<file path="src/rtl/wb2reg_pkg.sv">
// Shared types and defaults for the Wishbone-to-register-bus bridge.
package wb2reg_pkg;

  typedef enum logic [1:0] {
    ST_IDLE  = 2'd0,
    ST_WAIT  = 2'd1,
    ST_RESP  = 2'd2,
    ST_DRAIN = 2'd3
  } state_e;

  localparam int unsigned TIMEOUT_CYC_DEF = 255;
  localparam int unsigned TIMER_W         = $clog2(TIMEOUT_CYC_DEF + 1);
  localparam logic [31:0] ERR_RDATA_DEF   = 32'hDEAD_BEEF;

endpackage

</file>
<file path="src/rtl/wb2reg_bridge_if.sv">
// Wishbone slave side plus register-bus initiator side of the bridge.
interface wb2reg_bridge_if;

  logic        wbs_cyc_i;
  logic        wbs_stb_i;
  logic        wbs_we_i;
  logic [5:0]  wbs_adr_i;
  logic [31:0] wbs_dat_i;
  logic [3:0]  wbs_sel_i;
  logic [31:0] wbs_dat_o;
  logic        wbs_ack_o;
  logic        wbs_err_o;

  logic        reg_cs;
  logic        reg_wr;
  logic [3:0]  reg_addr;
  logic [31:0] reg_wdata;
  logic [3:0]  reg_be;
  logic [31:0] reg_rdata;
  logic        reg_ack;

  // The bridge itself: Wishbone slave, register-bus initiator.
  modport slave (
    input  wbs_cyc_i, wbs_stb_i, wbs_we_i, wbs_adr_i, wbs_dat_i, wbs_sel_i,
    output wbs_dat_o, wbs_ack_o, wbs_err_o,
    output reg_cs, reg_wr, reg_addr, reg_wdata, reg_be,
    input  reg_rdata, reg_ack
  );

  // The environment: Wishbone master and register responder.
  modport master (
    output wbs_cyc_i, wbs_stb_i, wbs_we_i, wbs_adr_i, wbs_dat_i, wbs_sel_i,
    input  wbs_dat_o, wbs_ack_o, wbs_err_o,
    input  reg_cs, reg_wr, reg_addr, reg_wdata, reg_be,
    output reg_rdata, reg_ack
  );

endinterface

</file>
<file path="src/rtl/wb2reg_bridge.sv">
// Converts one Wishbone-classic access into one register-bus transfer,
// completing with ack, or with err when the register block never answers.
module wb2reg_bridge
  import wb2reg_pkg::*;
#(
  parameter int unsigned TIMEOUT_CYC = TIMEOUT_CYC_DEF,
  parameter logic [31:0] ERR_RDATA   = ERR_RDATA_DEF
) (
  input  logic            mclk,
  input  logic            h_reset_n,
  wb2reg_bridge_if.slave  bus,
  output logic [7:0]      timeout_cnt
);

  localparam int unsigned TW = $clog2(TIMEOUT_CYC + 1);
  localparam logic [TW-1:0] TIMER_LAST = TW'(TIMEOUT_CYC - 1);

  state_e        state_q, state_d;
  logic [TW-1:0] timer_q, timer_d;
  logic          cs_q, cs_d;
  logic          wr_q, wr_d;
  logic [3:0]    addr_q, addr_d;
  logic [31:0]   wdata_q, wdata_d;
  logic [3:0]    be_q, be_d;
  logic [31:0]   rdata_q, rdata_d;
  logic          ack_q, ack_d;
  logic          err_q, err_d;
  logic [7:0]    tocnt_q, tocnt_d;

  // Byte-lane bits of the address carry no meaning on a word-wide register bus.
  logic unused_adr_bits;
  assign unused_adr_bits = ^bus.wbs_adr_i[1:0];

  always_comb begin
    state_d = state_q;
    timer_d = timer_q;
    cs_d    = cs_q;
    wr_d    = wr_q;
    addr_d  = addr_q;
    wdata_d = wdata_q;
    be_d    = be_q;
    rdata_d = rdata_q;
    ack_d   = 1'b0;
    err_d   = 1'b0;
    tocnt_d = tocnt_q;

    unique case (state_q)
      ST_IDLE: begin
        timer_d = '0;
        if (bus.wbs_cyc_i && bus.wbs_stb_i) begin
          wr_d    = bus.wbs_we_i;
          addr_d  = bus.wbs_adr_i[5:2];
          wdata_d = bus.wbs_dat_i;
          be_d    = bus.wbs_sel_i;
          cs_d    = 1'b1;
          state_d = ST_WAIT;
        end
      end

      ST_WAIT: begin
        // An ack arriving on the final timer cycle still counts as success.
        if (bus.reg_ack) begin
          cs_d    = 1'b0;
          rdata_d = wr_q ? 32'h0 : bus.reg_rdata;
          if (bus.wbs_cyc_i) begin
            ack_d   = 1'b1;
            state_d = ST_RESP;
          end else begin
            state_d = ST_IDLE;
          end
        end else if (timer_q == TIMER_LAST) begin
          cs_d    = 1'b0;
          rdata_d = ERR_RDATA;
          if (tocnt_q != 8'hFF) begin
            tocnt_d = tocnt_q + 8'd1;
          end
          if (bus.wbs_cyc_i) begin
            err_d   = 1'b1;
            state_d = ST_RESP;
          end else begin
            state_d = ST_IDLE;
          end
        end else begin
          timer_d = timer_q + 1'b1;
        end
      end

      ST_RESP:  state_d = ST_DRAIN;
      // Swallows the edge where the finished access may still show stb.
      ST_DRAIN: state_d = ST_IDLE;
      default:  state_d = ST_IDLE;
    endcase
  end

  always_ff @(posedge mclk or negedge h_reset_n) begin
    if (!h_reset_n) begin
      state_q <= ST_IDLE;
      timer_q <= '0;
      cs_q    <= 1'b0;
      wr_q    <= 1'b0;
      addr_q  <= 4'h0;
      wdata_q <= 32'h0;
      be_q    <= 4'h0;
      rdata_q <= 32'h0;
      ack_q   <= 1'b0;
      err_q   <= 1'b0;
      tocnt_q <= 8'h0;
    end else begin
      state_q <= state_d;
      timer_q <= timer_d;
      cs_q    <= cs_d;
      wr_q    <= wr_d;
      addr_q  <= addr_d;
      wdata_q <= wdata_d;
      be_q    <= be_d;
      rdata_q <= rdata_d;
      ack_q   <= ack_d;
      err_q   <= err_d;
      tocnt_q <= tocnt_d;
    end
  end

  assign bus.reg_cs    = cs_q;
  assign bus.reg_wr    = wr_q;
  assign bus.reg_addr  = addr_q;
  assign bus.reg_wdata = wdata_q;
  assign bus.reg_be    = be_q;
  assign bus.wbs_dat_o = rdata_q;
  assign bus.wbs_ack_o = ack_q;
  assign bus.wbs_err_o = err_q;
  assign timeout_cnt   = tocnt_q;

endmodule

</file>
<file path="src/flat_wrapper.sv">
// flat-port wrapper written by rule: the top's interface ports become plain ports
module wb2reg_bridge_flat import wb2reg_pkg::*;
#(
  parameter int unsigned TIMEOUT_CYC = TIMEOUT_CYC_DEF,
  parameter logic [31:0] ERR_RDATA   = ERR_RDATA_DEF
)
  (mclk, h_reset_n, timeout_cnt, bus_wbs_cyc_i, bus_wbs_stb_i, bus_wbs_we_i, bus_wbs_adr_i, bus_wbs_dat_i, bus_wbs_sel_i, bus_wbs_dat_o, bus_wbs_ack_o, bus_wbs_err_o, bus_reg_cs, bus_reg_wr, bus_reg_addr, bus_reg_wdata, bus_reg_be, bus_reg_rdata, bus_reg_ack);
  wb2reg_bridge_if bus_i ();
  input  logic mclk;
  input  logic h_reset_n;
  output logic [7:0] timeout_cnt;
  input wire logic [$bits(bus_i.wbs_cyc_i)-1:0] bus_wbs_cyc_i;
  input wire logic [$bits(bus_i.wbs_stb_i)-1:0] bus_wbs_stb_i;
  input wire logic [$bits(bus_i.wbs_we_i)-1:0] bus_wbs_we_i;
  input wire logic [$bits(bus_i.wbs_adr_i)-1:0] bus_wbs_adr_i;
  input wire logic [$bits(bus_i.wbs_dat_i)-1:0] bus_wbs_dat_i;
  input wire logic [$bits(bus_i.wbs_sel_i)-1:0] bus_wbs_sel_i;
  output wire logic [$bits(bus_i.wbs_dat_o)-1:0] bus_wbs_dat_o;
  output wire logic [$bits(bus_i.wbs_ack_o)-1:0] bus_wbs_ack_o;
  output wire logic [$bits(bus_i.wbs_err_o)-1:0] bus_wbs_err_o;
  output wire logic [$bits(bus_i.reg_cs)-1:0] bus_reg_cs;
  output wire logic [$bits(bus_i.reg_wr)-1:0] bus_reg_wr;
  output wire logic [$bits(bus_i.reg_addr)-1:0] bus_reg_addr;
  output wire logic [$bits(bus_i.reg_wdata)-1:0] bus_reg_wdata;
  output wire logic [$bits(bus_i.reg_be)-1:0] bus_reg_be;
  input wire logic [$bits(bus_i.reg_rdata)-1:0] bus_reg_rdata;
  input wire logic [$bits(bus_i.reg_ack)-1:0] bus_reg_ack;
  assign bus_i.wbs_cyc_i = bus_wbs_cyc_i;
  assign bus_i.wbs_stb_i = bus_wbs_stb_i;
  assign bus_i.wbs_we_i = bus_wbs_we_i;
  assign bus_i.wbs_adr_i = bus_wbs_adr_i;
  assign bus_i.wbs_dat_i = bus_wbs_dat_i;
  assign bus_i.wbs_sel_i = bus_wbs_sel_i;
  assign bus_wbs_dat_o = bus_i.wbs_dat_o;
  assign bus_wbs_ack_o = bus_i.wbs_ack_o;
  assign bus_wbs_err_o = bus_i.wbs_err_o;
  assign bus_reg_cs = bus_i.reg_cs;
  assign bus_reg_wr = bus_i.reg_wr;
  assign bus_reg_addr = bus_i.reg_addr;
  assign bus_reg_wdata = bus_i.reg_wdata;
  assign bus_reg_be = bus_i.reg_be;
  assign bus_i.reg_rdata = bus_reg_rdata;
  assign bus_i.reg_ack = bus_reg_ack;
  wb2reg_bridge #(.TIMEOUT_CYC(TIMEOUT_CYC), .ERR_RDATA(ERR_RDATA)) u_core (.mclk(mclk), .h_reset_n(h_reset_n), .bus(bus_i), .timeout_cnt(timeout_cnt));
endmodule
</file>
<file path="config.mk">
export PLATFORM = sky130hd
export DESIGN_NAME = wb2reg_bridge_flat
export DESIGN_NICKNAME = d
export VERILOG_FILES = /design/src/rtl/wb2reg_pkg.sv /design/src/rtl/wb2reg_bridge_if.sv /design/src/rtl/wb2reg_bridge.sv /design/src/flat_wrapper.sv
export SDC_FILE = /design/constraint.sdc
export NUM_CORES = 1
export LEC_CHECK = 0
export CORE_UTILIZATION = 40
export CTS_CLUSTER_DIAMETER = 80
export DETAILED_ROUTE_END_ITERATION = 16
export PLACE_DENSITY = 0.87
export SYNTH_ARGS = -nofsm -noshare
export SYNTH_HDL_FRONTEND = slang
export SYNTH_SLANG_ARGS = --single-unit
</file>
<file path="constraint.sdc">
create_clock -name mclk -period 2.87 [get_ports mclk]
set_clock_uncertainty 0.2 [all_clocks]
set_input_delay 0.574 -clock mclk [delete_from_list [all_inputs] [get_ports mclk]]
set_output_delay 0.574 -clock mclk [all_outputs]
set_load 0.02 [all_outputs]
</file>
==> flow_summary.json, run 1 <==
{
  "worst_setup_end_kind": "flop",
  "share_of_the_synthesized_area_in_the_top_cell_type": 0.605,
  "final_period_utilization": 0.816,
  "final.setup.tns_ns": 0,
  "finish.net_count": 543,
  "switching_power_as_a_share_of_total_power": 0.367,
  "post_cts_resized": 0,
  "start_util": 0.417,
  "slew_headroom": 0.617,
  "rr_worst_depth": 6,
  "cts.path.max_buffers": 2,
  "largest_delay_share_family_worst_path": "simple AND/OR/NAND/NOR gates",
  "design.die.area_um2": 10100,
  "yosys.cell_types.count": 39,
  "vias": 3048,
  "crit_fanout": 7,
  "syn_area_per_cell_um2": 13.2,
  "post-cts-setup-buffer-count": 0,
  "viasPerCell": 5.13,
  "utilization": 0.631,
  "drt_iter0_drc": 86,
  "num_rows": 35,
  "finalWorstSetupSlack_ns": 0.529,
  "timing_max_transition_violations_final": 0,
  "worst_path_largest_cell_delay_ns": 0.51,
  "die_width_um": 101,
  "netSwitchingPower_mw": 2.24,
  "post-route-min-period_ns": 2.34,
  "count_of_h_tree_levels_built_during_cts": 3,
  "clkLatencyLatePin_ns": 0.34,
  "input_output_buffers": 161,
  "worst_slew_pin_slew_ns": 0.572,
  "cellInternalPower_mw": 3.85,
  "cts_tree": "yes",
  "netlist_area_um2": 3890,
  "synth.yosys.warnings": 0,
  "sum_of_overflow_across_all_layers_after_global_routing": 0,
  "antenna-diode-count": 0,
  "outcome": "complete, no violations",
  "post_cts_hold_buffer_count": 1,
  "seq_power_share": 0.363,
  "firstDrtPassIters": 4,
  "layout.filler_cells": 744,
  "worstSetupPathType": "in2reg",
  "finalSetupViolCount": 0,
  "clock_power_share": 0.145,
  "boundaryPins": 164,
  "maxCapViolCount": 0,
  "grt_first_pass_wirelength_um": 15600,
  "critPathRequiredTime_ns": 2.90,
  "hold_path_depth": 1,
  "synth-main-ff-cell": "dfrtp_1",
  "first_global_vias": 3240,
  "drt.antenna.violating_nets": 0,
  "synthDominantAreaCellType": "dfrtp_1",
  "hp-class": "reg2reg",
  "clock_tree.root_cell": "clkbuf_8",
  "worstPathCellList": "clkdlybuf4s50_1, nand4b_1, or3_1, nor2_2, mux2_1",
  "drc": 0,
  "synthesized_net_count": 377,
  "antenna_found_initial": 0,
  "netlist_top_cells_area": "dfrtp_1 (61%), mux2_2 (10%), o22a_1 (5.6%)",
  "total_cts_buffers": 9,
  "detail_route.wl_per_cell_um": 16.2,
  "synth.ff_latch_count": 94,
  "worstSetupStartpointType": "primary input",
  "max_freq_ghz": 0.427,
  "core_region_area_um2": 9330,
  "unrepaired_setup_endpoints_after_global_routing": "no",
  "tritoncts_num_sinks": 94,
  "grt_max_degree": 63,
  "power_density_nw_per_um2": 1030,
  "layout-drive-gt1-share": 0.146,
  "wl_um": 9640,
  "synthToLayoutAreaGrowth_pct": 51.5,
  "vdd_drop_max_mv": 0.536,
  "combPwrFrac": 0.492,
  "number_of_enable_flip_flop_cells_after_synthesis": 0,
  "cellLeakagePower_nw": 2.44,
  "path_depth": 5,
  "gp_congestion": 0.846,
  "timing.critical_path.buf_inv": 1,
  "critical_path_arrival_ns": 2.37,
  "cp_slowest_cell": "clkdlybuf4s50_1",
  "async_reset_ff_frac": 1.00,
  "floorplan.die.height_um": 101,
  "clk_pin_slew_worst_paths_ns": 0.09,
  "pre_cts_slack_ns": 0.181,
  "timing.final.hold_violations": 0,
  "syn-instance-count": 294,
  "post_synthesis_sequential_area_ratio": 0.605,
  "dp.final_hpwl_um": 7020,
  "grt_util_all_layers": 0.200
}
-- cell type report --
class / count / area [µm²] / share of cell area
Timing Repair Buffer: 170 / 1700 / 0.289
Multi-Input combinational cell: 181 / 1460 / 0.247
Clock buffer: 10 / 128 / 0.0217
Tap cell: 129 / 161 / 0.0274
Clock inverter: 6 / 71.3 / 0.0121
Sequential cell: 94 / 2350 / 0.399
Inverter: 4 / 15.0 / 0.00255
-- per-stage QoR --
stage | cell area [µm²] | power (mW) | instances | hold WS [ns]
5_1_grt | 5890 | 6.42 | 594 | 0.316
3_5_place_dp | 5680 | 5.25 | 577 | 0.278
6_report | 5890 | 6.09 | 594 | 0.294
3_3_place_gp | 5680 | 5.15 | 577 | 0.269
4_1_cts | 5890 | 6.15 | 594 | 0.299
2_1_floorplan | 3890 | 3.75 | 294 | 0.0784
-- logic make-up (layout without fill, tap and decap cells) --
family | Yosys count | count (layout) | synth area share
and+or+nand+nor | 79 | 79 | 0.119
AOI/OAI and AO/OA | 50 | 50 | 0.107
xor gates and xnor gates | 6 | 6 | 0.0135
muxes | 43 | 43 | 0.124
DFF | 94 | 94 | 0.605
buffers and inverters | 19 | 190 | 0.0212
adders and majority gates | 3 | 3 | 0.00966
-- Yosys cell counts (2+ instances only) --
cell type and number:
dfrtp_1 94, mux2_2 35, nor2b_1 25, o22a_1 25, nand2_1 14, a22o_1 9
buf_2 9, nand3_1 9, nor2_1 9, mux2_1 7, clkbuf_1 6, xor2_1 6
inv_1 4, nor3_1 4, o211ai_1 4, ha_1 3, nor4_2 3, o21ai_0 3
a31oi_1 2, o311ai_0 2, or3_1 2, or4_1 2
-- layout by cell type (no fill, tap or decap), types with 4 or more instances in the layout --
cell,synthesis,final
dfrtp_1,94,94
clkbuf_8,0,9
a22o_1,9,9
o211ai_1,4,4
nor2b_1,25,25
nand2_1,14,14
nand3_1,9,9
buf_4,0,7
o22a_1,25,25
nor2_1,9,9
mux2_1,7,7
clkdlybuf4s50_1,0,160
inv_1,4,4
mux2_2,35,35
xor2_1,6,6
-- metal layers --
layer	track usage	wire [µm]	vias up
met4	0.0680	121	0
met2	0.353	5000	122
li1	-	-	1393
met3	0.0569	662	12
met5	0	0	-
met1	0.233	3870	1521
-- path summary, 6_finish.rpt --
kind	start	slack [ns]	endpoint
setup / recovery	bus_reg_ack	0.53	u_core.timeout_cnt[1]
hold / removal	u_core.timeout_cnt[6]	0.29	u_core.timeout_cnt[6]
setup reg to reg	u_core.timer_q[0]	0.59	u_core.timeout_cnt[1]
hold reg to reg	u_core.timeout_cnt[6]	0.29	u_core.timeout_cnt[6]
max in group asynchronous	h_reset_n	1.29	u_core.bus.reg_be[1]
min in group asynchronous	h_reset_n	0.52	u_core.bus.wbs_dat_o[24]
-- worst register-to-register path: stages, from the launching register on --
cell	delay [ns]
dfrtp_1	0.44
inv_1	0.08
ha_1	0.17
nand4_2	0.17
or3_1	0.55
nor2_2	0.22
mux2_1	0.33
-- registers in the layout (all words and copies together) (netlist names), named ones only --
signal and cells:
u_core.bus.reg_addr 4, u_core.bus.reg_be 4, u_core.bus.reg_cs 1, u_core.bus.reg_wdata 32, u_core.bus.reg_wr 1, u_core.bus.wbs_ack_o 1, u_core.bus.wbs_dat_o 32, u_core.bus.wbs_err_o 1
u_core.state_q 1, u_core.timeout_cnt 8, u_core.timer_q 8
-- power by group through the flow --
stage / clock network, mW / registers (mW) / logic, mW
after floorplan: 0 / 2.85 / 0.892
after global placement: 0 / 2.20 / 2.96
after detailed placement: 0 / 2.23 / 3.02
after CTS: 0.910 / 2.21 / 3.03
after global routing: 0.964 / 2.28 / 3.17
final: 0.881 / 2.21 / 3.00
No activity file was read; power rests on OpenSTA's default activity.
==> run 2: changes to the inputs <==
--- a/config.mk
+++ b/config.mk
@@ -5,7 +5,7 @@
 export SDC_FILE = /design/constraint.sdc
 export NUM_CORES = 1
 export LEC_CHECK = 0
-export CORE_UTILIZATION = 40
+export CORE_UTILIZATION = 38
 export CTS_CLUSTER_DIAMETER = 80
 export DETAILED_ROUTE_END_ITERATION = 16
 export PLACE_DENSITY = 0.87
==> constraint.sdc (replaced) <==
create_clock -name mclk -period 2 [get_ports mclk]
set_clock_uncertainty 0.2 [all_clocks]
set_input_delay 0.4 -clock mclk [delete_from_list [all_inputs] [get_ports mclk]]
set_output_delay 0.4 -clock mclk [all_outputs]
set_load 0.02 [all_outputs]
==> flow_summary.json, run 2 (synthesis gave the netlist of run 1 again) <==
{
  "outcome": "complete, no violations",
  "vias": 3116,
  "post-route-min-period_ns": 1.95,
  "critPathRequiredTime_ns": 2.03,
  "dp.final_hpwl_um": 7330,
  "seq_power_share": 0.350,
  "synthToLayoutAreaGrowth_pct": 57.5,
  "count_of_h_tree_levels_built_during_cts": 3,
  "layout.filler_cells": 786,
  "layout.cells.non_filler": 615,
  "layout-drive-gt1-share": 0.187,
  "timing_max_transition_violations_final": 0,
  "input_output_buffers": 161,
  "viasPerCell": 5.07,
  "total_cts_buffers": 9,
  "netSwitchingPower_mw": 3.21,
  "num_rows": 36,
  "drt_iter0_drc": 72,
  "boundaryPins": 164,
  "design.die.area_um2": 10600,
  "antenna-diode-count": 0,
  "final_common_cell": "clkdlybuf4s50_1",
  "cellInternalPower_mw": 5.75,
  "antenna_found_initial": 0,
  "critical_path_arrival_ns": 1.98,
  "final_period_utilization": 0.977,
  "switching_power_as_a_share_of_total_power": 0.359,
  "sum_of_overflow_across_all_layers_after_global_routing": 0,
  "clkLatencyLatePin_ns": 0.34,
  "start_util": 0.394,
  "gp_congestion": 0.792,
  "worst_setup_end_kind": "flop",
  "commonest_non_fill_non_tap_cells_in_the_layout": "clkdlybuf4s50_1 (149), dfrtp_1 (94), mux2_2 (35)",
  "worst_slew_pin_slew_ns": 0.515,
  "worstSetupPathType": "reg2reg",
  "power_density_nw_per_um2": 1460,
  "total_power_mw": 8.96,
  "crit_fanout": 7,
  "hp-class": "in2async",
  "worstSetupStartpoint": "u_core.timer_q[0]",
  "worstSetupStartpointType": "flop",
  "floorplan.die.height_um": 103,
  "grt_max_degree": 60,
  "first_global_vias": 3169,
  "clock_power_share": 0.155,
  "max_freq_ghz": 0.512,
  "timing.final.hold_violations": 0,
  "clk_pin_slew_worst_paths_ns": 0.09,
  "wl_um": 9930,
  "cellLeakagePower_nw": 2.64,
  "finish.net_count": 560,
  "maxCapViolCount": 0,
  "clock_tree.root_cell": "clkbuf_8",
  "combPwrFrac": 0.495,
  "cts.path.max_buffers": 2,
  "utilization": 0.620,
  "drt.antenna.violating_nets": 0,
  "core_region_area_um2": 9860,
  "firstDrtPassIters": 4,
  "final.setup.tns_ns": 0,
  "finalSetupViolCount": 0,
  "grt_first_pass_wirelength_um": 15200,
  "detail_route.wl_per_cell_um": 16.1,
  "cts_tree": "yes",
  "unrepaired_setup_endpoints_after_global_routing": "yes",
  "slew_headroom": 0.655,
  "critical_r2r_launch": "u_core.timer_q[0]",
  "tritoncts_num_sinks": 94,
  "dp.cells": 596,
  "die_width_um": 103,
  "grt_util_all_layers": 0.188,
  "drc": 0,
  "vdd_drop_max_mv": 0.741
}
-- run 2: changes by cell type in the layout (fill, tap and decap cells not counted), sizes merged, moves of 2 or more --
| cell | change |
|---|---|
| buf | +17 |
| clkdlybuf4s50 | -11 |
| dlymetal6s2s | +6 |
| dlygate4sd2 | +5 |
| clkinv | -2 |
-- run 2: through the flow --
stage	area, µm²	worst slack, ns	hold WS [ns]
6_report	6120	0.0465	0.205
5_1_grt	6120	-0.0268	0.189
4_1_cts	6050	-0.00166	0.196
3_5_place_dp	5800	-0.358	0.00995
3_3_place_gp	5800	-0.296	0.00747
2_1_floorplan	3910	-0.0371	-0.0956
-- run 2: final timing paths --
kind                                            endpoint  slack, ns  cells after the start
worst max-delay path               u_core.timeout_cnt[1]       0.05                      6
worst min-delay path            u_core.bus.wbs_dat_o[24]       0.21                      2
worst max register to register     u_core.timeout_cnt[1]       0.05                      6
worst min register to register     u_core.timeout_cnt[6]       0.29                      1
max in group asynchronous           u_core.bus.reg_be[1]       0.81                      3
min in group mclk                  u_core.timeout_cnt[6]       0.29                      1
-- run 2: repair_timing --
item | CTS | global route
buffers inserted | 0 | 2
pin swaps | 0 | 7
setup endpoints to repair | 37 | 44
gates resized for setup | 9 | 12
hold buffers | 1 | 0
endpoints found under the hold margin | 94 | 0
-- run 2: metal layers --
layer,routed length [µm],vias to the layer above,part of all wire,global-route usage
met2,5030,116,0.51,0.312
met5,0,-,0,0
met3,712,23,0.072,0.0631
met1,3960,1550,0.40,0.225
li1,-,1427,-,-
met4,223,0,0.022,0.0780
-- run 2: power by group through the flow --
stage	registers, mW	logic [mW]	clock network (mW)
after CTS	3.15	4.47	1.43
final	3.14	4.44	1.39
after detailed placement	3.17	4.45	0
after global placement	3.13	4.35	0
after global routing	3.24	4.71	1.50
after floorplan	4.10	1.29	0
-- run 2: layout make-up --
cell class,instances,area (µm²),area share
tap,133,166,0.0272
inverter,4,15.0,0.00245
clock buffer,11,141,0.0231
clock inverter,5,82.6,0.0135
sequential,94,2350,0.384
multi-input combinational,181,1530,0.250
timing repair buffer,187,1830,0.299
-- run 2: critical path: stages (launching register included) --
cell and delay, ns:
dfrtp_1 0.39, inv_1 0.06, ha_2 0.20, nand4_4 0.08, or3_4 0.48, nor2_4 0.13
mux2_4 0.30
==> run 3: changes to the inputs <==
--- a/config.mk
+++ b/config.mk
@@ -5,10 +5,12 @@
 export SDC_FILE = /design/constraint.sdc
 export NUM_CORES = 1
 export LEC_CHECK = 0
-export CORE_UTILIZATION = 38
+export CELL_PAD_IN_SITES_DETAIL_PLACEMENT = 1
+export CELL_PAD_IN_SITES_GLOBAL_PLACEMENT = 2
+export CORE_UTILIZATION = 29
 export CTS_CLUSTER_DIAMETER = 80
 export DETAILED_ROUTE_END_ITERATION = 16
-export PLACE_DENSITY = 0.87
+export PLACE_DENSITY = 0.95
 export SYNTH_ARGS = -nofsm -noshare
 export SYNTH_HDL_FRONTEND = slang
 export SYNTH_SLANG_ARGS = --single-unit
==> constraint.sdc (replaced) <==
create_clock -name mclk -period 2.25 [get_ports mclk]
set_clock_uncertainty 0.2 [all_clocks]
set_input_delay 0.45 -clock mclk [delete_from_list [all_inputs] [get_ports mclk]]
set_output_delay 0.45 -clock mclk [all_outputs]
set_load 0.02 [all_outputs]
==> flow_summary.json, run 3 (synthesis gave the netlist of run 1 again) <==
{
  "design.die.area_um2": 13900,
  "post-route-min-period_ns": 2.09,
  "outcome": "complete, no violations",
  "total_cts_buffers": 9,
  "final_common_cell": "clkdlybuf4s50_1",
  "input_output_buffers": 161,
  "cp_slowest_cell": "or3_1",
  "critPathRequiredTime_ns": 2.32,
  "worstSetupPathType": "reg2reg",
  "count_of_h_tree_levels_built_during_cts": 3,
  "antenna_found_initial": 0,
  "final_period_utilization": 0.930,
  "dp.final_hpwl_um": 8360,
  "finalSetupViolCount": 0,
  "finish.net_count": 551,
  "cts.path.max_buffers": 2,
  "vdd_drop_max_mv": 0.671,
  "detail_route.wl_per_cell_um": 17.4,
  "worst_path_largest_cell_delay_ns": 0.52,
  "slew_headroom": 0.628,
  "drt.antenna.violating_nets": 0,
  "core_region_area_um2": 12800,
  "final.setup.tns_ns": 0,
  "cts_tree": "yes",
  "clk_pin_slew_worst_paths_ns": 0.07,
  "layout-drive-gt1-share": 0.159,
  "wl_um": 11200,
  "hold-worst-slack_ns": 0.281,
  "timing.final.hold_violations": 0,
  "drc": 0,
  "firstDrtPassIters": 4,
  "maxCapViolCount": 0,
  "num_rows": 41,
  "floorplan.die.height_um": 118,
  "critical_path_arrival_ns": 2.16,
  "sum_of_overflow_across_all_layers_after_global_routing": 0,
  "hp-class": "reg2reg",
  "dp.cells": 628,
  "worst_setup_end_kind": "flop",
  "post-cts-setup-buffer-count": 0,
  "layout.filler_cells": 1366,
  "antenna-diode-count": 0,
  "commonest_non_fill_non_tap_cells_in_the_layout": "clkdlybuf4s50_1 (160), dfrtp_1 (94), mux2_2 (35)",
  "clock_tree.root_cell": "clkbuf_16",
  "grt_first_pass_wirelength_um": 18200,
  "final_cell_area_um2": 6140,
  "grt_max_degree": 45,
  "layout.cells.non_filler": 645,
  "crit_fanout": 7,
  "first_global_vias": 3414,
  "detailed_place.area_um2": 5810,
  "grt_util_all_layers": 0.170,
  "gp_congestion": 0.757,
  "start_util": 0.303,
  "die_width_um": 118,
  "unrepaired_setup_endpoints_after_global_routing": "no",
  "cellLeakagePower_nw": 2.53,
  "regToRegSetupSlack_ns": 0.16,
  "boundaryPins": 164,
  "worstPathCellList": "inv_1, ha_1, nand4_2, or3_1, nor4b_2, xor2_1",
  "power_density_nw_per_um2": 1360,
  "drt_iter0_drc": 106,
  "clkLatencyLatePin_ns": 0.35,
  "viasPerCell": 4.72,
  "timing_max_transition_violations_final": 0,
  "synthToLayoutAreaGrowth_pct": 58.0,
  "worstSetupStartpointType": "flop",
  "max_freq_ghz": 0.478,
  "worst_slew_pin_slew_ns": 0.557,
  "tritoncts_num_sinks": 94,
  "vias": 3046
}
-- run 3: area by class of cell --
class	instances	area (µm²)	share of cell area
Sequential cell	94	2350	0.383
Multi-Input combinational cell	181	1460	0.238
Clock buffer	11	233	0.0379
Timing Repair Buffer	178	1780	0.289
Clock inverter	5	83.8	0.0137
Inverter	4	15.0	0.00245
Tap cell	172	215	0.0351
-- run 3: worst max-delay path: cells and delay by family (launching register included) --
family	cells	cell delay [ns]
xor+xnor	1	0.18
flops	1	0.38
simple gates	3	1.02
fa+ha+maj	1	0.18
buf+inv	1	0.07
-- run 3: worst paths after layout --
path / from / endpoint / depth (start not counted)
max in group asynchronous: h_reset_n / u_core.bus.reg_wdata[4] / 3
hold / removal: u_core.bus.reg_wdata[13] / u_core.bus.reg_wdata[13] / 1
setup / recovery: u_core.timer_q[0] / u_core.timeout_cnt[4] / 6
min in group asynchronous: h_reset_n / u_core.timeout_cnt[7] / 2
hold reg to reg: u_core.bus.reg_wdata[13] / u_core.bus.reg_wdata[13] / 1
setup reg to reg: u_core.timer_q[0] / u_core.timeout_cnt[4] / 6
-- run 3: metal layers --
layer | up-vias | global-route usage | part of all wire | wire length, µm
li1 | 1410 | - | - | -
met1 | 1536 | 0.184 | 0.39 | 4320
met2 | 81 | 0.305 | 0.53 | 5950
met3 | 19 | 0.0451 | 0.054 | 610
met4 | 0 | 0.0841 | 0.027 | 306
met5 | - | 0 | 0 | 0
-- run 3: power by group --
group / total, mW / internal (mW) / switching, mW
Clock: 1.63 / 0.977 / 0.656
Combinational: 3.94 / 2.03 / 1.91
Sequential: 2.79 / 2.41 / 0.380
Total: 8.37 / 5.42 / 2.95
-- run 3: per-stage QoR --
step                      worst slack [ns]  utilization  power (mW)
after global placement              -0.154        0.453        6.67
after floorplan                      0.157            -        4.78
after global routing                0.0386        0.479        8.81
after detailed placement            -0.162        0.453        6.82
after CTS                            0.115        0.478        8.50
final                                0.156        0.479        8.37
-- run 3: what timing repair did --
action | 4_1_cts | 5_1_grt
endpoints found under the hold margin | 34 | 0
hold buffers | 1 | 0
gates resized for setup | 0 | 1
endpoints found under the setup margin | 0 | 4
